==> config.mk <==
export PLATFORM = sky130hd
export DESIGN_NAME = rv_instr_encoder
export DESIGN_NICKNAME = d
export VERILOG_FILES = /design/src/rtl/rv_pkg.sv /design/src/rtl/rv_instr_pack.sv /design/src/rtl/rv_instr_encoder.sv
export SDC_FILE = /design/constraint.sdc
export NUM_CORES = 1
export LEC_CHECK = 0
export BUFFER_PORTS_ARGS = -buffer_cell sky130_fd_sc_hd__buf_4
export CORE_ASPECT_RATIO = 0.9
export CORE_UTILIZATION = 51
export DETAILED_ROUTE_END_ITERATION = 16
export GPL_TIMING_DRIVEN = 0
export PLACE_DENSITY = 0.8
export SLEW_MARGIN = 20
export SYNTH_ARGS = -nofsm -noshare
export SYNTH_HDL_FRONTEND = slang
export SYNTH_SLANG_ARGS = --single-unit
==> constraint.sdc <==
create_clock -name clk -period 2.6 [get_ports clk]
set_clock_uncertainty 0.2 [all_clocks]
set_input_delay 0.26 -clock clk [delete_from_list [all_inputs] [get_ports clk]]
set_output_delay 0.26 -clock clk [all_outputs]
set_load 0.05 [all_outputs]
==> src/rtl/rv_pkg.sv <==
// Shared RV32I encoding constants, used by this encoder and by the control decode unit.
package rv_pkg;

    localparam logic [6:0] OP_R      = 7'b0110011;
    localparam logic [6:0] OP_LOAD   = 7'b0000011;
    localparam logic [6:0] OP_STORE  = 7'b0100011;
    localparam logic [6:0] OP_BRANCH = 7'b1100011;
    localparam logic [6:0] OP_IMM    = 7'b0010011;

    localparam logic [2:0] KIND_R    = 3'd0;
    localparam logic [2:0] KIND_LW   = 3'd1;
    localparam logic [2:0] KIND_SW   = 3'd2;
    localparam logic [2:0] KIND_BEQ  = 3'd3;
    localparam logic [2:0] KIND_ADDI = 3'd4;

    localparam logic [2:0] F3_LW   = 3'b010;
    localparam logic [2:0] F3_SW   = 3'b010;
    localparam logic [2:0] F3_BEQ  = 3'b000;
    localparam logic [2:0] F3_ADDI = 3'b000;

    localparam logic [6:0] F7_BASE = 7'h00;
    localparam logic [6:0] F7_ALT  = 7'h20;

    // A 13-bit immediate fits the 12-bit I/S field only when its top two bits agree.
    function automatic logic imm_fits12(input logic [12:0] imm);
        return imm[12] == imm[11];
    endfunction

endpackage

==> src/rtl/rv_instr_pack.sv <==
// Combinational field packer: symbolic RV32I fields in, machine word plus illegal flag out.
module rv_instr_pack
    import rv_pkg::*;
(
    input  logic [2:0]  kind_i,
    input  logic [4:0]  rd_i,
    input  logic [4:0]  rs1_i,
    input  logic [4:0]  rs2_i,
    input  logic [2:0]  funct3_i,
    input  logic [6:0]  funct7_i,
    input  logic [12:0] imm_i,
    output logic [31:0] word_o,
    output logic        illegal_o
);

    always_comb begin
        word_o    = '0;
        illegal_o = 1'b0;
        case (kind_i)
            KIND_R: begin
                word_o    = {funct7_i, rs2_i, rs1_i, funct3_i, rd_i, OP_R};
                illegal_o = (funct7_i != F7_BASE) && (funct7_i != F7_ALT);
            end
            KIND_LW: begin
                word_o    = {imm_i[11:0], rs1_i, F3_LW, rd_i, OP_LOAD};
                illegal_o = !imm_fits12(imm_i);
            end
            KIND_ADDI: begin
                word_o    = {imm_i[11:0], rs1_i, F3_ADDI, rd_i, OP_IMM};
                illegal_o = !imm_fits12(imm_i);
            end
            KIND_SW: begin
                word_o    = {imm_i[11:5], rs2_i, rs1_i, F3_SW, imm_i[4:0], OP_STORE};
                illegal_o = !imm_fits12(imm_i);
            end
            KIND_BEQ: begin
                word_o    = {imm_i[12], imm_i[10:5], rs2_i, rs1_i, F3_BEQ,
                             imm_i[4:1], imm_i[11], OP_BRANCH};
                // Branch targets are halfword aligned; bit 0 has no slot in the word.
                illegal_o = imm_i[0];
            end
            default: begin
                illegal_o = 1'b1;
            end
        endcase
    end

endmodule

==> src/rtl/rv_instr_encoder.sv <==
// Streaming RV32I encoder: accepts symbolic requests, emits address-tagged words through
// a one-entry registered output stage, dropping and counting illegal requests.
module rv_instr_encoder
    import rv_pkg::*;
#(
    parameter int ADDR_W = 8,
    parameter int CNT_W  = 16
) (
    input  logic              clk,
    input  logic              rst,
    input  logic              clr,
    input  logic              in_valid,
    output logic              in_ready,
    input  logic [2:0]        in_kind,
    input  logic [4:0]        in_rd,
    input  logic [4:0]        in_rs1,
    input  logic [4:0]        in_rs2,
    input  logic [2:0]        in_funct3,
    input  logic [6:0]        in_funct7,
    input  logic [12:0]       in_imm,
    output logic              out_valid,
    input  logic              out_ready,
    output logic [ADDR_W-1:0] out_addr,
    output logic [31:0]       out_word,
    output logic [CNT_W-1:0]  word_count,
    output logic [CNT_W-1:0]  err_count,
    output logic              err_sticky
);

    logic              out_valid_q, out_valid_d;
    logic [31:0]       out_word_q, out_word_d;
    logic [ADDR_W-1:0] out_addr_q, out_addr_d;
    logic [ADDR_W-1:0] next_addr_q, next_addr_d;
    logic [CNT_W-1:0]  word_count_q, word_count_d;
    logic [CNT_W-1:0]  err_count_q, err_count_d;
    logic              err_sticky_q, err_sticky_d;

    logic [31:0] pack_word;
    logic        pack_illegal;
    logic        accept, load, drop, drain;

    rv_instr_pack u_pack (
        .kind_i    (in_kind),
        .rd_i      (in_rd),
        .rs1_i     (in_rs1),
        .rs2_i     (in_rs2),
        .funct3_i  (in_funct3),
        .funct7_i  (in_funct7),
        .imm_i     (in_imm),
        .word_o    (pack_word),
        .illegal_o (pack_illegal)
    );

    // Handshakes: a beat transfers on a cycle where valid && ready are both high.
    // in_ready never looks at in_valid, and out_valid only changes on the clock, so
    // the stage refills in the same cycle it drains without any valid-to-valid path.
    assign in_ready = !clr && (!out_valid_q || out_ready);
    assign accept   = in_valid && in_ready;
    assign load     = accept && !pack_illegal;
    assign drop     = accept && pack_illegal;
    assign drain    = out_valid_q && out_ready;

    always_comb begin
        out_valid_d  = out_valid_q;
        out_word_d   = out_word_q;
        out_addr_d   = out_addr_q;
        next_addr_d  = next_addr_q;
        word_count_d = word_count_q;
        err_count_d  = err_count_q;
        err_sticky_d = err_sticky_q;
        if (clr) begin
            out_valid_d  = 1'b0;
            out_word_d   = '0;
            out_addr_d   = '0;
            next_addr_d  = '0;
            word_count_d = '0;
            err_count_d  = '0;
            err_sticky_d = 1'b0;
        end else begin
            if (drain) begin
                out_valid_d = 1'b0;
                if (word_count_q != '1) word_count_d = word_count_q + 1'b1;
            end
            // A load in the drain cycle overrides the clear of out_valid above.
            if (load) begin
                out_valid_d = 1'b1;
                out_word_d  = pack_word;
                out_addr_d  = next_addr_q;
                next_addr_d = next_addr_q + 1'b1;
            end
            if (drop) begin
                if (err_count_q != '1) err_count_d = err_count_q + 1'b1;
                err_sticky_d = 1'b1;
            end
        end
    end

    always_ff @(posedge clk) begin
        if (rst) begin
            out_valid_q  <= 1'b0;
            out_word_q   <= '0;
            out_addr_q   <= '0;
            next_addr_q  <= '0;
            word_count_q <= '0;
            err_count_q  <= '0;
            err_sticky_q <= 1'b0;
        end else begin
            out_valid_q  <= out_valid_d;
            out_word_q   <= out_word_d;
            out_addr_q   <= out_addr_d;
            next_addr_q  <= next_addr_d;
            word_count_q <= word_count_d;
            err_count_q  <= err_count_d;
            err_sticky_q <= err_sticky_d;
        end
    end

    assign out_valid  = out_valid_q;
    assign out_word   = out_word_q;
    assign out_addr   = out_addr_q;
    assign word_count = word_count_q;
    assign err_count  = err_count_q;
    assign err_sticky = err_sticky_q;

endmodule

==> results.yml, run 1 <==
yosys:
  ys_seq_elements: 79
  yosysUniqueCellTypes: 55
  synth_ff_type: "dfxtp_1"
  ys_warn_count: 0
  ys_seq_area_share_pct: 41.0
  synth_async_sr_flop_share_pct: 0
  ys_top_cells_by_area: "dfxtp_1 41%, a21oi_1 6.2%, nand2_1 5.7%"
  syn_inst: 467
  syn_area_per_cell_um2: 8.27
  synth_area_leader_cell: "dfxtp_1"
  synth_edf_count: 0
  netlist_area_mm2: 0.00386
  yosys.area.top_type_share_pct: 41.0
worst_setup_path:
  crit_family: "simple AND/OR/NAND/NOR gates"
  critPathArrivalTime_ns: 2.44
  critPathSlowestCell: "or4_1"
  crit_fanout: 10
  critPathKind: "reg2reg"
  max_stage_delay_ns: 0.41
  crit_chain: "ha_1, and3_1, and4_1, clkbuf_1, or3_1, or4_1, nand2_1"
  cp.buffers_inverters: 1
  critPathLaunchType: "flip-flop"
  reg2reg_from: "err_count[0]"
  critPathRequiredTime_ns: 2.69
  reg2reg_slack_ns: 0.25
  endpoint_kind: "flip-flop"
  r2r-end: "err_count[10]"
  reg2regPathDepth: 7
route:
  wl_per_cell_um: 15.1
  drtIter0Drc: 237
  vias: 4009
  antenna_left: 0
  post_drt_via_cell_ratio: 5.69
  drc_errors: 0
  firstDrtPassIters: 8
  wl_mm: 10.7
die:
  core_area_mm2: 0.00718
  die_x_um: 93.7
  start_util_pct: 53.7
  core.rowCount: 29
  die_h_um: 84.5
  dieArea_mm2: 0.00792
  io-pin-count: 121
worst_hold_path:
  hold_path_startpoint: "in_imm[2]"
  min_to: "out_word[9]"
  hold_depth: 3
  hold_class: "in2reg"
grt:
  grt_antenna_before_repair: 0
  grtUsageTotal_pct: 28.0
  grt_max_degree: 14
  grt_pass1_vias: 3718
  grt-ovfl-total: 0
  grt_pass1_wl_mm: 17.6
finish:
  final_cell_mix: "121 x buf_4, 79 x dfxtp_1, 59 x nand2_1"
  final_nets: 655
  multiInputGateArea_mm2: 0.00210
  drive_gt1_share_pct: 25.9
  fill_cells: 582
  layout_commonest_cell: "buf_4"
  regArea_mm2: 0.00158
  antenna_cells: 0
  syn_to_final_growth_pct: 34.2
timing:
  report.final.slew_viol_count: 0
  fin_crit_sh_pct: 90.3
  finalWorstSetupSlack_ns: 0.253
  hold_violations: 0
  worst_pin_slew_ns: 0.799
  min_period_ns: 2.35
  finalSetupViolations: 0
  max_freq_ghz: 0.426
  relSlewSlack_pct: 46.5
  rsz0062_at_grt: "no"
  tns_ns: 0
power_and_ir_drop:
  pwr-share-seq_pct: 47.8
  p_leak_nw: 1.93
  switching_share_pct: 25.3
  power_density_mw_per_mm2: 495
  total_power_mw: 2.57
  ir_drop_mv: 0.346
  pwr-share-clk_pct: 39.7
  power_switching_mw: 0.650
  pwr-share-comb_pct: 12.5
  p_int_mw: 1.92
outcome:
  status: "complete, no violations"
placement:
  gp_congestion: 0.900
  dpl.hpwl_mm: 7.68
  portBuffers: 117
  dp_slack_ns: -0.0293
cts:
  postCtsSetupBuffers: 0
  clkSinkCount: 79
  clk_pin_slew_ns: 0.09
  htreeDepth: 3
  clockBufferDepth: 2
  cts_tree: "yes"
  insertion_delay_ns: 0.35
  cts_made_buffers: 9
  ctsRootBufferMaster: "clkbuf_8"
  postCtsResizedCells: 0
flow_run:
  maxCapViolCount: 0
[worst min-delay path, cell delays in order]
cell and delay, ns:
buf_4 0.09, a211oi_1 0.06, nor3_1 0.11
[cell families after synthesis]
group           after synthesis  synth area share [%]
compound gates              109                  18.0
simple gates                218                  29.5
other cells                   1                0.0972
fa+ha+maj                     3                 0.973
flops                        79                  41.0
buf+inv                      33                  4.73
xor+xnor                     15                  3.40
mux                           9                  2.33
[routing by layer]
layer  GRT usage (%)  vias to the layer above  share of wire [%]  routed length, um
met4            7.97                        0               0.99                106
li1                -                     1979                  -                  -
met3            6.61                       12                8.3                883
met2            45.9                      185                 47               5020
met1            36.6                     1833                 44               4650
met5               0                        -                  0                  0
[metrics by stage]
step / instances / hold slack (ns) / utilization [%] / instance area [um2]
finish: 704 / 0.0291 / 72.1 / 5180
global route: 704 / 0.0506 / 72.1 / 5180
CTS: 704 / 0.0239 / 72.1 / 5180
detailed placement: 678 / 0.249 / 67.6 / 4860
global placement: 678 / 0.242 / 67.6 / 4860
floorplan: 468 / 0.196 / - / 3860
[power groups by stage]
stage          registers, mW  clock network, mW  logic (mW)
2_1_floorplan           1.29                  0       0.154
3_3_place_gp            1.25                  0       0.303
3_5_place_dp            1.25                  0       0.306
4_1_cts                 1.23               1.04       0.319
5_1_grt                 1.23               1.09       0.347
6_report                1.23               1.02       0.322
[worst max-delay path by stage]
| stage | from | endpoint | slack (ns) | cells past startpoint |
|---|---|---|---|---|
| after floorplan | err_count[0] | err_count[10] | 0.19 | 7 |
| after global placement | in_funct7[4] | out_word[11] | -0.05 | 8 |
| after detailed placement | in_funct7[4] | out_word[11] | -0.03 | 8 |
| after CTS | err_count[0] | err_count[10] | 0.27 | 7 |
| after global routing | in_kind[1] | out_word[16] | 0.10 | 8 |
| final | err_count[0] | err_count[10] | 0.25 | 7 |
[repair_timing]
action,in CTS,in global routing
setup endpoints to repair,0,0
hold buffers,10,0
hold endpoints to repair,9,0
[state kept, by name (all words and copies together) (netlist names)]
name	cells
out_word	29
out_addr	8
word_count	16
err_sticky	1
next_addr_q	8
err_count	16
out_valid	1
[synth_stat cells, drive strengths merged, types with 2 or more instances]
library cell  instances
o22ai                 5
a211oi               14
and3                  3
nand2b                4
o31ai                10
o21ai                12
or3                  11
dfxtp                79
mux2i                 9
nand4                14
a31oi                 3
a311oi                2
ha                    3
nand2                59
nor4                  4
nor3                 16
o311ai                2
o211ai                2
and4                  7
nor2                 52
xnor2                10
nor4b                 2
nor2b                11
xor2                  5
and2                  4
clkbuf               16
buf                  16
a22oi                 5
or4                  11
nand3                16
a21oi                48
[layout make-up]
class / count / share of cell area (%)
clock buffer: 11 / 2.73
clock inverter: 5 / 1.57
tap: 93 / 2.25
timing repair buffer: 127 / 18.9
sequential: 79 / 30.5
multi-input combinational: 356 / 40.5
inverter: 1 / 0.0724
buffer: 32 / 3.45
Power figures use the tool's default switching activity.
==> inputs of run 2 (changes only) <==
--- a/config.mk
+++ b/config.mk
@@ -7,10 +7,10 @@
 export LEC_CHECK = 0
 export BUFFER_PORTS_ARGS = -buffer_cell sky130_fd_sc_hd__buf_4
 export CORE_ASPECT_RATIO = 0.9
-export CORE_UTILIZATION = 51
+export CORE_UTILIZATION = 55
 export DETAILED_ROUTE_END_ITERATION = 16
 export GPL_TIMING_DRIVEN = 0
-export PLACE_DENSITY = 0.8
+export PLACE_DENSITY = 0.85
 export SLEW_MARGIN = 20
 export SYNTH_ARGS = -nofsm -noshare
 export SYNTH_HDL_FRONTEND = slang
==> constraint.sdc (replaced) <==
create_clock -name clk -period 3 [get_ports clk]
set_clock_uncertainty 0.2 [all_clocks]
set_input_delay 0.3 -clock clk [delete_from_list [all_inputs] [get_ports clk]]
set_output_delay 0.3 -clock clk [all_outputs]
set_load 0.05 [all_outputs]
==> run 2 against run 1 <==
Net effect:
- wire length up 2.0%
- core utilization up 4.1 points
- sequential power down 14%
- critical path depth up 1
==> results.yml, run 2 (same netlist as run 1, synthesis figures left out) <==
power_and_ir_drop:
  pwr-share-clk_pct: 36.6
  ir_drop_mv: 0.283
  switching_share_pct: 27.0
  power_switching_mw: 0.570
  pwr-share-comb_pct: 13.1
  p_int_mw: 1.54
  power_density_mw_per_mm2: 414
  p_leak_nw: 1.90
  pwr-share-seq_pct: 50.3
worst_setup_path:
  endpoint_kind: "flip-flop"
  worstSetupStartpoint: "in_funct7[4]"
  crit_end: "out_word[11]"
  critPathLaunchType: "input port"
  reg2regPathDepth: 7
  crit_family: "simple AND/OR/NAND/NOR gates"
  r2r-end: "err_count[10]"
  critPathRequiredTime_ns: 3.02
  reg2reg_from: "err_count[0]"
  crit_top_cell: "buf_2"
  crit_fanout: 10
  crit_chain: "buf_4, or4_4, o31ai_2, nand4_1, buf_2, buf_2, a211oi_1, nor3_2"
  reg2reg_slack_ns: 0.70
  cp.depth: 8
  cp.buffers_inverters: 3
  max_stage_delay_ns: 0.54
  critPathKind: "in2reg"
  critPathArrivalTime_ns: 2.40
  critPathSlowestCell: "or4_4"
grt:
  met1_usage_pct: 36.1
  grt_antenna_before_repair: 0
  use_met2_pct: 51.2
  grt_pass1_vias: 3726
  grt_pass1_wl_mm: 17.2
  grt_max_degree: 14
  use_met3_pct: 8.61
  grt-ovfl-total: 0
  top_usage_layer: "met2"
  grtUsageTotal_pct: 29.6
die:
  start_util_pct: 57.7
  core.rowCount: 28
  dieArea_mm2: 0.00736
  core_area_mm2: 0.00669
  io-pin-count: 121
  die_x_um: 90.3
  die_h_um: 81.5
worst_hold_path:
  hold_class: "in2reg"
  hold_path_startpoint: "in_funct3[0]"
cts:
  postCtsResizedCells: 0
  cts_made_buffers: 9
  insertion_delay_ns: 0.35
  htreeDepth: 3
  cts_tree: "yes"
  ctsRootBufferMaster: "clkbuf_8"
  postCtsSetupBuffers: 0
  clkSinkCount: 79
  cts_hold_buffers: 6
  clockBufferDepth: 2
  clk_pin_slew_ns: 0.08
finish:
  regArea_mm2: 0.00158
  fill_cells: 520
  multiInputGateArea_mm2: 0.00210
  fin_util_pct: 76.2
  largest_register_ffs: 29
  layout_commonest_cell: "buf_4"
  drive_gt1_share_pct: 26.1
  fin_cells: 696
  antenna_cells: 0
  final_cell_mix: "121 x buf_4, 79 x dfxtp_1, 59 x nand2_1"
  design_area_mm2: 0.00510
  syn_to_final_growth_pct: 32.2
  final_nets: 651
route:
  antenna_left: 0
  wl_mm: 10.9
  post_drt_via_cell_ratio: 5.87
  drc_errors: 0
  drtIter0Drc: 230
  vias: 4085
  wl_per_cell_um: 15.6
  firstDrtPassIters: 5
timing:
  worst_pin_slew_ns: 0.838
  report.final.slew_viol_count: 0
  tns_ns: 0
  fin_crit_sh_pct: 79.3
  finalSetupViolations: 0
  relSlewSlack_pct: 43.9
  max_freq_ghz: 0.420
  min_period_ns: 2.38
  hold_violations: 0
  rsz0062_at_grt: "no"
placement:
  dp_cells: 675
  portBuffers: 117
  gp_congestion: 0.903
  placed_cell_area_mm2: 0.00485
  dpl.hpwl_mm: 7.85
outcome:
  status: "complete, no violations"
flow_run:
  maxCapViolCount: 0
run 2: cell count changes in the layout (fill, tap and decap cells not counted), sizes merged:
cell / before / now
clkinvlp: 1 / 3
dlygate4sd3: 10 / 6
clkbuf: 27 / 25
bufinv: 2 / 1
run 2: tightest hold or removal path, cell delays in order:
cell and delay (ns):
buf_4 0.11, nand3_1 0.05, a21oi_1 0.06
run 2: cell type report:
type / instances / area share, %
Buffer: 32 / 3.51
Inverter: 1 / 0.0736
Multi-Input combinational cell: 356 / 41.2
Timing Repair Buffer: 123 / 18.4
Sequential cell: 79 / 31.0
Clock buffer: 9 / 2.43
Tap cell: 90 / 2.21
Clock inverter: 6 / 1.23
run 2: worst min path at each step:
stage / cells past startpoint / end / slack, ns
4_1_cts: 3 / out_word[12] / 0.01
5_1_grt: 3 / out_word[12] / 0.03
2_1_floorplan: 2 / out_word[18] / 0.24
3_5_place_dp: 2 / out_addr[1] / 0.25
6_report: 3 / out_word[12] / 0.02
3_3_place_gp: 2 / out_word[15] / 0.24
run 2: power groups by stage:
| stage | sequential [mW] | clock, mW | combinational [mW] |
|---|---|---|---|
| global route | 1.06 | 0.823 | 0.295 |
| global placement | 1.09 | 0 | 0.261 |
| CTS | 1.06 | 0.778 | 0.273 |
| finish | 1.06 | 0.773 | 0.276 |
| floorplan | 1.11 | 0 | 0.134 |
| detailed placement | 1.09 | 0 | 0.266 |
run 2: layer usage:
metal | wire length (um) | share of wire, %
met5 | 0 | 0
met4 | 105 | 0.97
met3 | 926 | 8.5
met2 | 5220 | 48
met1 | 4620 | 42
run 2: metrics by stage:
| step | hold WS, ns | setup slack [ns] | total power, mW |
|---|---|---|---|
| after floorplan | 0.236 | 0.590 | 1.25 |
| after global placement | 0.243 | 0.311 | 1.35 |
| after detailed placement | 0.250 | 0.312 | 1.35 |
| after CTS | 0.0143 | 0.653 | 2.11 |
| after global routing | 0.0337 | 0.560 | 2.18 |
| final | 0.0205 | 0.622 | 2.11 |
==> inputs of run 3 (changes only) <==
--- a/config.mk
+++ b/config.mk
@@ -7,10 +7,10 @@
 export LEC_CHECK = 0
 export BUFFER_PORTS_ARGS = -buffer_cell sky130_fd_sc_hd__buf_4
 export CORE_ASPECT_RATIO = 0.9
-export CORE_UTILIZATION = 55
+export CORE_UTILIZATION = 46
 export DETAILED_ROUTE_END_ITERATION = 16
 export GPL_TIMING_DRIVEN = 0
-export PLACE_DENSITY = 0.85
+export PLACE_DENSITY = 0.76
 export SLEW_MARGIN = 20
 export SYNTH_ARGS = -nofsm -noshare
 export SYNTH_HDL_FRONTEND = slang
==> constraint.sdc (replaced) <==
create_clock -name clk -period 2 [get_ports clk]
set_clock_uncertainty 0.2 [all_clocks]
set_input_delay 0.2 -clock clk [delete_from_list [all_inputs] [get_ports clk]]
set_output_delay 0.2 -clock clk [all_outputs]
set_load 0.05 [all_outputs]
==> run 3 against run 2 <==
Net effect:
- sequential power up 50%
- critical path depth down 2
- core utilization down 5.7 points
- via count up 3.3%
- power up 52%
- global-route usage down 4.1 points
- wire length up 6.0%
- register-to-register slack worse by 0.69 ns
- highest routed layer unchanged
==> results.yml, run 3 (same netlist as run 1, synthesis figures left out) <==
outcome:
  status: "complete, no violations"
timing:
  fin_crit_sh_pct: 99.3
  hold_violations: 0
  finalWorstSetupSlack_ns: 0.0146
  rsz0062_at_grt: "yes"
  fin_hold_ws_ns: 0.0210
  min_period_ns: 1.99
  finalSetupViolations: 0
  relSlewSlack_pct: 47.4
  max_freq_ghz: 0.504
  worst_pin_slew_ns: 0.789
  report.final.slew_viol_count: 0
die:
  dieArea_mm2: 0.00876
  die_x_um: 98.6
  core.rowCount: 31
  die_h_um: 88.9
  start_util_pct: 47.6
  core_area_mm2: 0.00811
  io-pin-count: 121
grt:
  grt_pass1_wl_mm: 17.5
  grt-ovfl-total: 0
  grt_max_degree: 14
  grt_antenna_before_repair: 0
  grtUsageTotal_pct: 25.5
  grt_pass1_vias: 3738
finish:
  largest_register_ffs: 29
  final_nets: 688
  fin_cells: 743
  drive_gt1_share_pct: 40.4
  final_cell_mix: "142 x buf_4, 59 x nand2_1, 52 x nor2_1"
  fin_util_pct: 70.6
  syn_to_final_growth_pct: 48.2
  layout_commonest_cell: "buf_4"
  antenna_cells: 0
cts:
  clk_pin_slew_ns: 0.08
  cts_tree: "yes"
  clkSinkCount: 79
  insertion_delay_ns: 0.36
  ctsRootBufferMaster: "clkbuf_8"
  cts_made_buffers: 9
  clockBufferDepth: 2
  htreeDepth: 3
worst_setup_path:
  critPathLaunchType: "flip-flop"
  endpoint_kind: "flip-flop"
  critPathArrivalTime_ns: 2.07
  critPathKind: "reg2reg"
  critPathSlowestCell: "or4_4"
  crit_chain: "ha_4, and2_4, buf_6, nand4_1, or4_4, a21oi_2"
  crit_fanout: 4
  critPathRequiredTime_ns: 2.08
  max_stage_delay_ns: 0.60
power_and_ir_drop:
  pwr-share-seq_pct: 49.5
  ir_drop_mv: 0.442
  power_switching_mw: 0.896
  switching_share_pct: 27.9
  p_int_mw: 2.31
  power_density_mw_per_mm2: 561
  pwr-share-comb_pct: 15.6
  p_leak_nw: 2.15
  pwr-share-clk_pct: 34.8
placement:
  gp_congestion: 0.846
  dp_slack_ns: -0.499
  dpl.hpwl_mm: 7.68
  portBuffers: 117
  dp_cells: 684
route:
  drtIter0Drc: 153
  drc_errors: 0
  wl_mm: 11.5
  wl_per_cell_um: 15.5
  post_drt_via_cell_ratio: 5.68
  antenna_left: 0
  firstDrtPassIters: 4
  vias: 4219
worst_hold_path:
  hold_class: "in2reg"
flow_run:
  maxCapViolCount: 0
## run 3: per-layer routing
layer	track usage (%)	part of all wire (%)	up-vias
met1	30.3	41	1970
met2	45.1	50	178
met4	10.3	2.1	0
met5	0	0	-
met3	6.02	6.9	26
li1	-	-	2045
## run 3: timing repair
item	CTS	global route
buffers inserted	12	11
setup endpoints to repair	28	63
hold endpoints to repair	15	0
pin swaps	15	23
cloned	0	4
resized for setup	10	51
hold buffers	18	0
## run 3: layout make-up
type	instances	area [um2]
clock inverters	5	32.5
well taps	99	124
multi-input cells	356	2290
repair buffers	162	1280
fillers	666	2390
clock buffers	11	151
plain buffers	30	205
inverters	1	3.75
flip-flops and latches	79	1630
## run 3: power by group through the flow
stage	sequential, mW	combinational [mW]	clock, mW
finish	1.59	0.502	1.12
CTS	1.59	0.452	1.13
global route	1.59	0.539	1.20
detailed placement	1.63	0.406	0
floorplan	1.67	0.207	0
global placement	1.63	0.399	0
## run 3: stage by stage
stage | power [mW] | setup TNS [ns] | area, um2
after global placement | 2.03 | -21.50 | 4970
after detailed placement | 2.03 | -22.86 | 4970
after CTS | 3.18 | -0.115 | 5440
final | 3.21 | 0 | 5720
after global routing | 3.33 | -0.429 | 5720
after floorplan | 1.88 | -1.60 | 3970
## run 3: worst paths after layout
path / startpoint / end / slack, ns / depth (start not counted)
min reg2reg: out_addr[0] / out_addr[0] / 0.26 / 2
min: in_imm[8] / out_word[28] / 0.02 / 3
max reg2reg: err_count[0] / err_count[12] / 0.01 / 6
max: err_count[0] / err_count[12] / 0.01 / 6
## run 3: critical path, delay by kind of cell (launching register included)
family	cells	cell delay, ns
buf+inv	1	0.10
fa+ha+maj	1	0.15
compound gates	1	0.13
simple gates	3	0.96
flops	1	0.37
